**config.mk**
```make
export PLATFORM = sky130hd
export DESIGN_NAME = tick_stopwatch
export DESIGN_NICKNAME = d
export VERILOG_FILES = /design/src/rtl/tick_stopwatch_pkg.sv /design/src/rtl/tick_stopwatch_bcd_digit.sv /design/src/rtl/tick_stopwatch.sv
export SDC_FILE = /design/constraint.sdc
export NUM_CORES = 1
export LEC_CHECK = 0
export CORE_MARGIN = 4
export CORE_UTILIZATION = 47
export CTS_BUF_LIST = sky130_fd_sc_hd__clkbuf_8 sky130_fd_sc_hd__clkbuf_16
export DETAILED_ROUTE_END_ITERATION = 10
export HOLD_SLACK_MARGIN = 0.12
export PLACE_DENSITY_LB_ADDON = 0.12
export SETUP_SLACK_MARGIN = 0.5
export SKIP_LAST_GASP = 1
export SLEW_MARGIN = 10
export SYNTH_ARGS = -nofsm -noshare
export SYNTH_HDL_FRONTEND = slang
export SYNTH_SLANG_ARGS = --single-unit
```
**constraint.sdc**
```tcl
create_clock -name i_clk -period 1.7 [get_ports i_clk]
set_clock_uncertainty 0.05 [all_clocks]
set_input_delay 0.34 -clock i_clk [delete_from_list [all_inputs] [get_ports i_clk]]
set_output_delay 0.34 -clock i_clk [all_outputs]
set_load 0.01 [all_outputs]
```
**src/rtl/tick_stopwatch_pkg.sv**
```systemverilog
// Shared definitions for the tick_stopwatch slice: control FSM states,
// BCD digit width and the per-digit roll-over limits.
package stopwatch_pkg;

  // Width of one BCD digit.
  localparam int BCD_W = 4;

  // Largest value of a decimal "ones" digit.
  localparam logic [BCD_W-1:0] DIGIT_MAX_ONES = 4'd9;

  // Largest value of a "tens" digit for a 00..59 field.
  localparam logic [BCD_W-1:0] DIGIT_MAX_TENS = 4'd5;

  // Run/pause control states.
  typedef enum logic [1:0] {
    IDLE  = 2'd0,
    RUN   = 2'd1,
    PAUSE = 2'd2
  } sw_state_e;

endpackage

```
**src/rtl/tick_stopwatch_bcd_digit.sv**
```systemverilog
// One BCD digit of the stopwatch chain. Counts 0..i_limit on i_inc and
// wraps to 0; o_carry is combinational so a whole chain ripples in a cycle.
module bcd_digit
  import stopwatch_pkg::*;
(
  input  logic             i_clk,
  input  logic             i_rst,
  input  logic             i_clr,
  input  logic             i_inc,
  input  logic [BCD_W-1:0] i_limit,
  output logic [BCD_W-1:0] o_q,
  output logic             o_carry
);

  logic [BCD_W-1:0] r_q;
  logic             w_at_limit;

  assign w_at_limit = (r_q == i_limit);
  assign o_carry    = i_inc && w_at_limit;
  assign o_q        = r_q;

  // Digit register: reset/clear to zero, otherwise increment with wrap.
  always_ff @(posedge i_clk) begin
    if (i_rst) begin
      r_q <= 4'd0;
    end else if (i_clr) begin
      r_q <= 4'd0;
    end else if (i_inc) begin
      if (w_at_limit) begin
        r_q <= 4'd0;
      end else begin
        r_q <= r_q + 4'd1;
      end
    end else begin
      r_q <= r_q;
    end
  end

endmodule

```
**src/rtl/tick_stopwatch.sv**
```systemverilog
// tick_stopwatch: counts one-second ticks from an upstream prescaler into
// MM:SS BCD digits, gated by a start/stop/clear FSM. A sticky overflow flag
// marks a wrap past the last minute value.
// Optional lap-freeze display is built when TICK_STOPWATCH_LAP_EN is defined.
// SEC_LIMIT / MIN_LIMIT are expected to end in the digit 9 (e.g. 59); the
// tens digit limit is derived from them.
module tick_stopwatch
  import stopwatch_pkg::*;
#(
  parameter int SEC_LIMIT = 59,
  parameter int MIN_LIMIT = 59
) (
  input  logic       i_clk,
  input  logic       i_rst,
  input  logic       i_tick_in,
  input  logic       i_start_stop,
  input  logic       i_clear,
  input  logic       i_lap,
  output logic [3:0] o_disp_sec_ones,
  output logic [3:0] o_disp_sec_tens,
  output logic [3:0] o_disp_min_ones,
  output logic [3:0] o_disp_min_tens,
  output logic       o_running,
  output logic       o_lap_active,
  output logic       o_overflow
);

  localparam logic [BCD_W-1:0] SEC_TENS_LIM = 4'(SEC_LIMIT / 10);
  localparam logic [BCD_W-1:0] MIN_TENS_LIM = 4'(MIN_LIMIT / 10);

  sw_state_e        r_state;
  sw_state_e        w_state_nxt;
  logic             r_running;
  logic             r_overflow;
  logic             w_cnt_en;
  logic             w_c0;
  logic             w_c1;
  logic             w_c2;
  logic             w_c3;
  logic [BCD_W-1:0] w_sec_ones;
  logic [BCD_W-1:0] w_sec_tens;
  logic [BCD_W-1:0] w_min_ones;
  logic [BCD_W-1:0] w_min_tens;

  // Next-state logic: clear dominates, start_stop toggles RUN/PAUSE.
  always_comb begin
    w_state_nxt = r_state;
    if (i_clear) begin
      w_state_nxt = IDLE;
    end else begin
      case (r_state)
        IDLE:    w_state_nxt = i_start_stop ? RUN   : IDLE;
        RUN:     w_state_nxt = i_start_stop ? PAUSE : RUN;
        PAUSE:   w_state_nxt = i_start_stop ? RUN   : PAUSE;
        default: w_state_nxt = IDLE;
      endcase
    end
  end

  // State register with running flag updated on the same edge.
  always_ff @(posedge i_clk) begin
    if (i_rst) begin
      r_state   <= IDLE;
      r_running <= 1'b0;
    end else begin
      r_state   <= w_state_nxt;
      r_running <= (w_state_nxt == RUN);
    end
  end

  // Ticks count only while currently in RUN; a clear in the same cycle wins.
  assign w_cnt_en = (r_state == RUN) && i_tick_in && !i_clear;

  bcd_digit u_sec_ones (
    .i_clk   (i_clk),
    .i_rst   (i_rst),
    .i_clr   (i_clear),
    .i_inc   (w_cnt_en),
    .i_limit (DIGIT_MAX_ONES),
    .o_q     (w_sec_ones),
    .o_carry (w_c0)
  );

  bcd_digit u_sec_tens (
    .i_clk   (i_clk),
    .i_rst   (i_rst),
    .i_clr   (i_clear),
    .i_inc   (w_c0),
    .i_limit (SEC_TENS_LIM),
    .o_q     (w_sec_tens),
    .o_carry (w_c1)
  );

  bcd_digit u_min_ones (
    .i_clk   (i_clk),
    .i_rst   (i_rst),
    .i_clr   (i_clear),
    .i_inc   (w_c1),
    .i_limit (DIGIT_MAX_ONES),
    .o_q     (w_min_ones),
    .o_carry (w_c2)
  );

  bcd_digit u_min_tens (
    .i_clk   (i_clk),
    .i_rst   (i_rst),
    .i_clr   (i_clear),
    .i_inc   (w_c2),
    .i_limit (MIN_TENS_LIM),
    .o_q     (w_min_tens),
    .o_carry (w_c3)
  );

  // Sticky overflow: set when the top digit wraps, cleared only by clear/reset.
  always_ff @(posedge i_clk) begin
    if (i_rst) begin
      r_overflow <= 1'b0;
    end else if (i_clear) begin
      r_overflow <= 1'b0;
    end else if (w_c3) begin
      r_overflow <= 1'b1;
    end else begin
      r_overflow <= r_overflow;
    end
  end

  assign o_running  = r_running;
  assign o_overflow = r_overflow;

`ifdef TICK_STOPWATCH_LAP_EN
  logic             r_lap_active;
  logic [BCD_W-1:0] r_snap_sec_ones;
  logic [BCD_W-1:0] r_snap_sec_tens;
  logic [BCD_W-1:0] r_snap_min_ones;
  logic [BCD_W-1:0] r_snap_min_tens;
  logic             w_lap_ok;

  // Lap is honoured only outside IDLE and never alongside a clear.
  assign w_lap_ok = i_lap && !i_clear && ((r_state == RUN) || (r_state == PAUSE));

  // Lap toggle: first press snapshots the pre-increment live time, second releases.
  always_ff @(posedge i_clk) begin
    if (i_rst) begin
      r_lap_active    <= 1'b0;
      r_snap_sec_ones <= 4'd0;
      r_snap_sec_tens <= 4'd0;
      r_snap_min_ones <= 4'd0;
      r_snap_min_tens <= 4'd0;
    end else if (i_clear) begin
      r_lap_active    <= 1'b0;
      r_snap_sec_ones <= r_snap_sec_ones;
      r_snap_sec_tens <= r_snap_sec_tens;
      r_snap_min_ones <= r_snap_min_ones;
      r_snap_min_tens <= r_snap_min_tens;
    end else if (w_lap_ok && !r_lap_active) begin
      r_lap_active    <= 1'b1;
      r_snap_sec_ones <= w_sec_ones;
      r_snap_sec_tens <= w_sec_tens;
      r_snap_min_ones <= w_min_ones;
      r_snap_min_tens <= w_min_tens;
    end else if (w_lap_ok) begin
      r_lap_active    <= 1'b0;
      r_snap_sec_ones <= r_snap_sec_ones;
      r_snap_sec_tens <= r_snap_sec_tens;
      r_snap_min_ones <= r_snap_min_ones;
      r_snap_min_tens <= r_snap_min_tens;
    end else begin
      r_lap_active    <= r_lap_active;
      r_snap_sec_ones <= r_snap_sec_ones;
      r_snap_sec_tens <= r_snap_sec_tens;
      r_snap_min_ones <= r_snap_min_ones;
      r_snap_min_tens <= r_snap_min_tens;
    end
  end

  // Display selects between two register banks; no input reaches the outputs.
  assign o_disp_sec_ones = r_lap_active ? r_snap_sec_ones : w_sec_ones;
  assign o_disp_sec_tens = r_lap_active ? r_snap_sec_tens : w_sec_tens;
  assign o_disp_min_ones = r_lap_active ? r_snap_min_ones : w_min_ones;
  assign o_disp_min_tens = r_lap_active ? r_snap_min_tens : w_min_tens;
  assign o_lap_active    = r_lap_active;
`else
  logic w_lap_unused;

  // Lap has no function in this build.
  assign w_lap_unused    = i_lap;
  assign o_disp_sec_ones = w_sec_ones;
  assign o_disp_sec_tens = w_sec_tens;
  assign o_disp_min_ones = w_min_ones;
  assign o_disp_min_tens = w_min_tens;
  assign o_lap_active    = 1'b0;
`endif

endmodule

```
==> metrics, run 1 <==
hold_buf cts 0; Cell Area, Synth 983.4 um2; Layout Utilization 85.92%; Clock Power Share 37.2%; share of cells above drive strength 1 58.72%; Syn-to-layout area delta 73.15%; Pwr per Cell Area between 400 and 500 nW/um2; die height 53.75 um; Inserted Clock Buffers 3; critical path class reg -> reg; vias post-DR approximately 1100; Synth area leader dfxtp_1; number of diodes 0; flop2flop setup slack between 0.06 and 0.07 ns; Synth top area share 40.71%; first-pass iteration count of the detailed router 4; Main synth FF type dfxtp_1; CTS tree built; RSZ-0062 raised after global routing true; Final Max Tran Viols 0; area of placed instances around 1300 um2; pre-CTS WS -0.2973 ns; I/O pin cnt 25; CP max-delay cell and4bb_2; Worst path max stage delay 0.34 ns; final hold violations 0; DIE AREA 2889 um2; first-pass GRT wire length 5002 um; Tmin final 1.632 ns; Synth async-reset ratio 0%; Global Route Usage Sum between 20% and 30%; Pint 0.0006431 W; Mapped Nets 120; f_max 612.8 MHz; most common cell in the netlist dfxtp_1; remaining global-route overflow 0; clock transition at the registers of the reported paths 0.07 ns; worst vdd ir between 0.6 and 0.7 mV; Max H-tree Level 1; RD Place Congestion 0.8114; setup tns final 0 ns; commonest cells in the synthesized netlist dfxtp_1, nor2_1, a21oi_1; Die Width 53.75 um; Worst Slack Setup Final 0.06802 ns; number of synthesized register bits 20; Worst setup EP type flop; DRC Markers 0; Routed Antenna Nets 0; clock root buffer clkbuf_8; CP Launch Type flop; switching share of power 21.78%; Core Region 1982 um2; WL/cell roughly 16 um; Clock Tree Buf Depth 2; Initial DRC Count 14; port bufs 22; synthesized area per cell about 8.6 um2; vias in the first global route 1080; sequential power share 56.1%; antenna violations before repair 0; Psw 0.0001791 W; crit path cell chain and4bb_2 -> buf_6 -> nand4_1 -> buf_4 -> o21ai_0 -> a21oi_1; critical path fanouts, max 3; FP Rows 16; Finished Cell Area between 1500 and 2000 um2; warnings from Yosys 0; leakage 0.6896 nW; Starting Density around half; clock sinks 20; Area contributors post-synth dfxtp_1, nor2_1, a21oi_1; Crit path arrival time about 1.7 ns; Synth cell types 37; worst skew pair latency 0.26 ns; dpl hpwl ~1600 um; status complete, no violations; Worst EP required 1.78 ns; Worst Hold Class in -> reg; Comb pwr share 6.7%; sequential-to-total area share from yosys stat 40.71%; Max-Cap Viols 0; Layout Nets 180; Final setup viols 0; post-synthesis instance total 114; drt via density 5.503; Post-synth EDFFs 0; fin crit share between 90% and 100%; pin count of the biggest net entering global routing 12; WL final 3244 um
[power by group through the flow]
stage               Clock (W)  Combinational [W]  Sequential, W
floorplan                   0          0.0000211       0.000485
global placement            0          0.0000422       0.000484
detailed placement          0          0.0000429       0.000484
CTS                  0.000308          0.0000506       0.000463
global route         0.000336          0.0000591       0.000461
finish               0.000305          0.0000552       0.000462
[critical path, delay by kind of cell, from the launching register on]
kind | cells | cell delay (ns)
and+or+nand+nor | 2 | 0.48
AOI/OAI and AO/OA | 2 | 0.35
DFF | 1 | 0.32
buffers and inverters | 2 | 0.31
[state kept, by name (all words and copies together) (netlist names)]
name,flops
o_running,1
u_sec_ones.o_q,4
u_min_ones.o_q,4
u_min_tens.o_q,4
u_sec_tens.o_q,4
r_state,2
o_overflow,1
[cells by family after synthesis]
family / count (synthesis) / synth area share (%)
buf+inv: 11 / 5.724
simple gates: 50 / 30.66
xor+xnor: 5 / 4.454
flops: 20 / 40.71
mux: 4 / 4.199
compound gates: 23 / 13.87
other cells: 1 / 0.3813
[path summary, 6_finish.rpt]
check / start / to / cells past startpoint
worst min register to register: o_overflow$_SDFFE_PP0P_ / o_overflow$_SDFFE_PP0P_ / 1
worst min-delay path: i_clear / u_sec_tens.o_q[2]$_SDFFE_PP0N_ / 4
worst max-delay path: u_sec_tens.o_q[1]$_SDFFE_PP0N_ / u_min_tens.o_q[0]$_SDFFE_PP0P_ / 6
worst max register to register: u_sec_tens.o_q[1]$_SDFFE_PP0N_ / u_min_tens.o_q[0]$_SDFFE_PP0P_ / 6
[cell usage in the layout (no fill, tap or decap), types with 3 or more instances in the layout]
master    Yosys  routed
nand3_1       5       3
xor2_1        3       3
nor2_1       13      12
nand2_1       5       5
a21oi_1       9       6
inv_1         6       5
buf_4         2      22
buf_2         0       9
clkbuf_8      0       3
or3_1         3       3
nand4_1       3       3
a21oi_2       0       3
nor2b_1       3       3
buf_6         1      22
dfxtp_4       0       9
o21ai_0       7       5
mux2i_1       3       3
dfxtp_2       0       9
[stage by stage]
step                hold WS, ns  instances   power, W
global route             0.3938        199  0.0008560
finish                   0.3724        199  0.0008222
CTS                      0.4206        193  0.0008218
detailed placement       0.4182        169  0.0005272
floorplan                0.4307        114  0.0005057
global placement         0.4139        169  0.0005262
[layout make-up]
type / count / area, um2
Clock buffer: 3 / 41.29
Fill cell: 98 / 279.0
Inverter: 6 / 22.52
Multi-Input combinational cell: 83 / 633.1
Sequential cell: 20 / 445.4
Tap cell: 27 / 33.78
Timing Repair Buffer: 60 / 526.8
[layer usage]
layer	track usage (%)	part of all wire [%]
met3	3.878	4.0
met1	28.69	42
met4	7.660	1.6
met5	0	0
met2	41.33	53
[repair_timing]
| item | in CTS | in global routing |
|---|---|---|
| pin swaps | 21 | 12 |
| gates resized for setup | 116 | 33 |
| setup buffers | 21 | 6 |
| endpoints found under the setup margin | 38 | 30 |
No activity file was read; power rests on OpenSTA's default activity.
==> run 2: changes to the inputs <==
--- a/config.mk
+++ b/config.mk
@@ -11,7 +11,7 @@
 export DETAILED_ROUTE_END_ITERATION = 10
 export HOLD_SLACK_MARGIN = 0.12
 export PLACE_DENSITY_LB_ADDON = 0.12
-export SETUP_SLACK_MARGIN = 0.5
+export SKIP_CTS_REPAIR_TIMING = 1
 export SKIP_LAST_GASP = 1
 export SLEW_MARGIN = 10
 export SYNTH_ARGS = -nofsm -noshare
==> run 2 against run 1 <==
Routed wire length down 28%. Total power up 6.1%. Flip-flop and latch count unchanged. Largest cell class unchanged. Maximum frequency down 1.2%. Setup slack worse by 0.020 ns. Register-to-register slack about the same. Largest power group unchanged. Utilization down 16 points.
==> metrics, run 2 (same netlist as run 1, synthesis figures left out) <==
status complete, no violations; port bufs 22; Global Route Usage Sum roughly a fifth; Worst Hold Endpoint u_sec_ones.o_q[0]$_SDFFE_PP0N_; FP Rows 16; total power 0.0008722 W; Core Region between 1500 and 2000 um2; Multi-input gate area 541.8 um2; Die Width roughly 54 um; commonest non-fill, non-tap cells in the layout clkdlybuf4s50_1, dfxtp_1, buf_4, nor2_1; clock root buffer clkbuf_8; f_max about 600 MHz; Routed Antenna Nets 0; Clock Tree Buf Depth 2; antenna violations before repair 0; Starting Density about half; WL final approximately 2300 um; first-pass iteration count of the detailed router 4; Initial DRC Count 9; vias in the first global route ~960; worst skew pair latency 0.25 ns; Crit path arrival time between 1 and 1.5 ns; CP Launch Type flop; first-pass GRT wire length a little over 4000 um; final hold violations 0; Pwr per Cell Area ~630 nW/um2; reg2reg start u_sec_ones.o_q[3]$_SDFFE_PP0N_; met3 WL post-DR just over 60 um; met1 wire length 1060 um; WL/cell roughly 13 um; RD Place Congestion 0.8071; area of placed instances 1316 um2; worst vdd ir 0.5361 mV; Max H-tree Level 1; share of cells above drive strength 1 18.67%; dpl hpwl 1716 um; # fillers approximately 160; Max-Cap Viols 0; Syn-to-layout area delta 41.86%; Tmin final around 1.7 ns; Inserted Clock Buffers 3; Worst EP required 1.31 ns; fin crit share between 90% and 100%; Worst setup EP type output port; DR WL met2 roughly 1200 um; Layout Nets ~160; Finished Cell Area 1395 um2; drt via density 5.367; Final Max Tran Viols 0; pin count of the biggest net entering global routing 12; FF/Latch Area 401.6 um2; cells on worst reg2reg path 4; top layer used by detailed routing met4; number of diodes 0; critical path fanouts, max 7; remaining global-route overflow 0; Worst Hold Class in -> reg; Worst Hold Launch i_tick_in; Inst Count DP 173; leakage 0.5119 nW; clock transition at the registers of the reported paths 0.07 ns; I/O pin cnt 25; r2r endpoint u_min_tens.o_q[2]$_SDFFE_PP0P_; flop2flop setup slack about 0.080 ns; clock sinks 20; Final setup viols 0; CTS tree built; WHS Path Cells 4; critical path class reg -> out; vias post-DR 950; DIE AREA 2889 um2; DRC Markers 0; die height 53.75 um; Final Non-Filler Cells between 150 and 200
-- run 2: cell types whose count changed in the layout (fill, tap and decap cells not counted), moves of 7 or more --
cell and change:
buf_6 -22, clkdlybuf4s50_1 +19, dfxtp_1 +17, buf_2 -9, dfxtp_4 -9, dfxtp_2 -8
buf_4 -7
-- run 2: layer usage --
layer | up-vias | GRT usage, %
met5 | - | 0
met4 | 0 | 5.532
met3 | 2 | 3.601
met2 | 12 | 33.67
met1 | 459 | 23.10
li1 | 477 | -
-- run 2: cell type report --
cell class                      instances  area share, %
Clock buffer                            4          3.946
Inverter                                6          1.614
Multi-Input combinational cell         83          38.83
Sequential cell                        20          28.79
Tap cell                               27          2.422
Timing Repair Buffer                   37          24.39
-- run 2: report_power, final --
part           switching [W]  internal [W]   total, W
Sequential        0.00000190      0.000471   0.000473
Clock               0.000149      0.000206   0.000355
Combinational      0.0000221     0.0000220  0.0000442
Total               0.000173      0.000699   0.000872
-- run 2: worst max-delay path, cell delays in order (launching register included) --
cell	delay, ns
dfxtp_1	0.33
buf_4	0.14
clkdlybuf4s50_1	0.54
-- run 2: worst max-delay path by stage --
stage                                               from                              to  slack (ns)
after floorplan           u_sec_ones.o_q[1]$_SDFFE_PP0N_  u_min_tens.o_q[3]$_SDFFE_PP0P_        0.10
after global placement                         i_tick_in  u_min_tens.o_q[3]$_SDFFE_PP0P_       -0.28
after detailed placement                       i_tick_in  u_min_tens.o_q[3]$_SDFFE_PP0P_       -0.34
after CTS                                        i_clear  u_min_tens.o_q[3]$_SDFFE_PP0P_       -0.09
after global routing      u_sec_ones.o_q[3]$_SDFFE_PP0N_  u_min_tens.o_q[3]$_SDFFE_PP0P_      -0.005
final                     u_min_ones.o_q[3]$_SDFFE_PP0N_              o_disp_min_ones[3]        0.05
-- run 2: metrics by stage --
step	hold slack, ns	util [%]	setup slack [ns]	setup TNS (ns)
floorplan	0.4307	-	0.1019	0
global placement	0.4162	66.41	-0.2777	-1.807
detailed placement	0.4294	66.41	-0.3360	-2.496
CTS	0.4467	69.19	-0.08559	-0.1745
global route	0.4512	70.39	-0.005119	-0.005119
finish	0.4138	70.39	0.04807	0
==> run 3: changes to the inputs <==
--- a/config.mk
+++ b/config.mk
@@ -6,8 +6,8 @@
 export NUM_CORES = 1
 export LEC_CHECK = 0
 export CORE_MARGIN = 4
-export CORE_UTILIZATION = 47
-export CTS_BUF_LIST = sky130_fd_sc_hd__clkbuf_8 sky130_fd_sc_hd__clkbuf_16
+export CORE_UTILIZATION = 50
+export CTS_BUF_LIST = sky130_fd_sc_hd__clkbuf_4 sky130_fd_sc_hd__clkbuf_8 sky130_fd_sc_hd__clkbuf_16
 export DETAILED_ROUTE_END_ITERATION = 10
 export HOLD_SLACK_MARGIN = 0.12
 export PLACE_DENSITY_LB_ADDON = 0.12
@@ -16,4 +16,5 @@
 export SLEW_MARGIN = 10
 export SYNTH_ARGS = -nofsm -noshare
 export SYNTH_HDL_FRONTEND = slang
+export SYNTH_HIERARCHICAL = 1
 export SYNTH_SLANG_ARGS = --single-unit
==> run 3 against run 2 <==
The flow now finishes with violations (setup timing). Combinational power rose by 150%. Setup slack got worse by 0.63 ns. Area after synthesis grew 25%. Flip-flop and latch count stayed put. Global-route usage fell by 0.66 points. Sequential share of layout area is 6.9 points lower. Utilization up 13 points. Clock-buffer cell count unchanged. Worst hold slack gained 0.046 ns. Sequential power barely moved. Total power decreased by 1.7%.
==> metrics, run 3 <==
Crit path arrival time 2.43 ns; Clock Power Share between 30 and 40%; CP top delay family simple AND/OR/NAND/NOR gates; DIE AREA ~3300 um2; pin count of the biggest net entering global routing 17; failing checks setup timing; Cell Area, Synth approximately 1200 um2; Worst Hold Launch o_overflow$_SDFFE_PP0P_; dpl hpwl 2284 um; port bufs 22; FP Rows 17; remaining global-route overflow 0; r2r endpoint u_min_tens/o_q[3]$_SDFFE_PP0P_; sequential-to-total area share from yosys stat around a third; DRC Markers 0; f_max 438.9 MHz; Starting Density 54.21%; Buf/Inv on CP 0; crit path cell chain nor4bb_4 -> and2_4 -> and2_4 -> and2_4 -> and2_4 -> and2_4 -> and2_4 -> nand4_1 -> xor2_1 -> a2111oi_2; WHS 0.4594 ns; worst skew pair latency 0.30 ns; Tmin final 2.278 ns; clock transition at the registers of the reported paths 0.11 ns; I/O pin cnt 25; Initial DRC Count 22; Worst Hold Class reg -> reg; commonest non-fill, non-tap cells in the layout buf_4, conb_1, xor2_1, clkdlybuf4s50_1, dfxtp_2; share of cells above drive strength 1 38.02%; commonest non-fill, non-tap cell in the layout buf_4; Routed Antenna Nets 0; first-pass iteration count of the detailed router 4; post-synthesis instance total 121; most frequent cell on the critical path and2_4; pre-CTS WS -0.9567 ns; Main synth FF type dfxtp_1; WL/cell 13.55 um; final hold violations 0; Post-synth EDFFs 0; # fillers 134; Final Non-Filler Cells 220; Comb pwr share between 10% and 20%; clock sinks 20; number of diodes 0; WHS Path Cells 2; Syn-to-layout area delta 53.55%; Global Route Usage Sum between 10% and 20%; RD Place Congestion 0.7728; Worst path max stage delay ~0.35 ns; number of synthesized register bits 20; die height 57.67 um; Worst EP required ~1.9 ns; Die Width 57.67 um; warnings from Yosys 6; clock root buffer clkbuf_4; fin crit share 134.0%; Final setup viols 10; Inst Count DP ~220; Max-Cap Viols 0; Synth async-reset ratio 0%; Worst Hold Endpoint o_overflow$_SDFFE_PP0P_; Inserted Clock Buffers 3; critical path class reg -> reg; Synth top area share 32.45%; Psw 0.0002070 W; commonest cells in the synthesized netlist dfxtp_1, xor2_1, a2111oi_2, nand2_1, nor2_1; vias post-DR 1135; cells on worst reg2reg path 10; sequential power share 55.0%; vias in the first global route 1182; WL final around 3000 um; CTS tree built; Max H-tree Level 1; Pwr per Cell Area 452.8 nW/um2; RSZ-0062 raised after global routing true; switching share of power 24.14%; CP max-delay cell dfxtp_2; antenna violations before repair 0; Synth area leader dfxtp_1; CP Launch Type flop; flop2flop setup slack -0.58 ns; worst vdd ir approximately 0.6 mV; synthesized area per cell 10.20 um2; Worst setup EP type flop; Layout Nets a little over 200; Area contributors post-synth dfxtp_1, xor2_1, a2111oi_2; Pint ~0.00065 W; total power approximately 0.00086 W; Core Region around 2300 um2; Synth cell types 25; Final Max Tran Viols 0; Clock Tree Buf Depth 2; critical path fanouts, max 6; reg2reg start r_state[1]$_SDFF_PP0_; leakage 0.9594 nW; Worst Slack Setup Final -0.5784 ns; status finished with violations; drt via density ~5.2; first-pass GRT wire length 4885 um
## run 3: cell count changes in the layout (fill, tap and decap cells not counted), sizes merged, moves of 7 or more
cell and change:
dlymetal6s2s +7, buf +12, o21ai -7, xor2 +17
conb +20, a2111oi +8, nor2 -8, clkdlybuf4s50 -7
and2 +8
## run 3: how the worst max path moves through the flow
stage | startpoint | end | slack, ns | depth (start not counted)
after floorplan | i_clear | u_min_tens/o_q[3]$_SDFFE_PP0P_ | -0.60 | 10
after global placement | i_clear | u_min_tens/o_q[3]$_SDFFE_PP0P_ | -0.87 | 11
after detailed placement | i_clear | u_min_tens/o_q[2]$_SDFFE_PP0P_ | -0.96 | 11
after CTS | i_clear | u_min_tens/o_q[2]$_SDFFE_PP0P_ | -0.65 | 11
after global routing | r_state[1]$_SDFF_PP0_ | u_min_tens/o_q[3]$_SDFFE_PP0P_ | -0.68 | 10
final | r_state[1]$_SDFF_PP0_ | u_min_tens/o_q[3]$_SDFFE_PP0P_ | -0.58 | 10
## run 3: metrics by stage
stage                     setup TNS (ns)  instance area [um2]  util [%]
after floorplan                   -3.561                 1328         -
after global placement            -9.157                 1783     78.34
after global routing              -4.447                 1894     83.23
after detailed placement          -9.862                 1783     78.34
final                             -3.295                 1894     83.23
after CTS                         -5.093                 1819     79.93
## run 3: cell type report
class / count / area, um2 / area share (%)
repair buffers: 49 / 460.4 / 24.31
multi-input cells: 119 / 947.2 / 50.00
flip-flops and latches: 20 / 415.4 / 21.93
well taps: 28 / 35.03 / 1.849
clock buffers: 4 / 36.28 / 1.915
## run 3: tightest hold or removal path: cells and delay by family (launching register included)
| kind | cells | cell delay, ns |
|---|---|---|
| and+or+nand+nor | 2 | 0.15 |
| DFF | 1 | 0.32 |
## run 3: kinds of logic (layout without fill, tap and decap cells)
kind of cell	count (synthesis)	after routing	synth area share, %
AO/OA/AOI/OAI	23	23	18.46
XOR/XNOR	24	24	17.04
adder cells (fa/ha/maj)	4	4	4.057
buffers and inverters	1	53	0.6087
flip-flops	20	20	32.45
multiplexers	4	4	3.651
other	2	21	0.6087
AND/OR/NAND/NOR	43	43	23.12
## run 3: power groups by stage
stage                     Clock [W]  Sequential, W  Combinational [W]
after CTS                  0.000281       0.000472           0.000108
after floorplan                   0       0.000484          0.0000494
after detailed placement          0       0.000483           0.000107
after global routing       0.000302       0.000473           0.000120
final                      0.000275       0.000472           0.000110
after global placement            0       0.000483           0.000104
## run 3: metal layers
| layer | up-vias | GRT usage (%) | wire [um] |
|---|---|---|---|
| met2 | 16 | 34.52 | 1635 |
| met5 | - | 0 | 0 |
| met4 | 0 | 7.285 | 31 |
| met1 | 554 | 20.25 | 1235 |
| met3 | 4 | 3.118 | 78 |
| li1 | 561 | - | - |
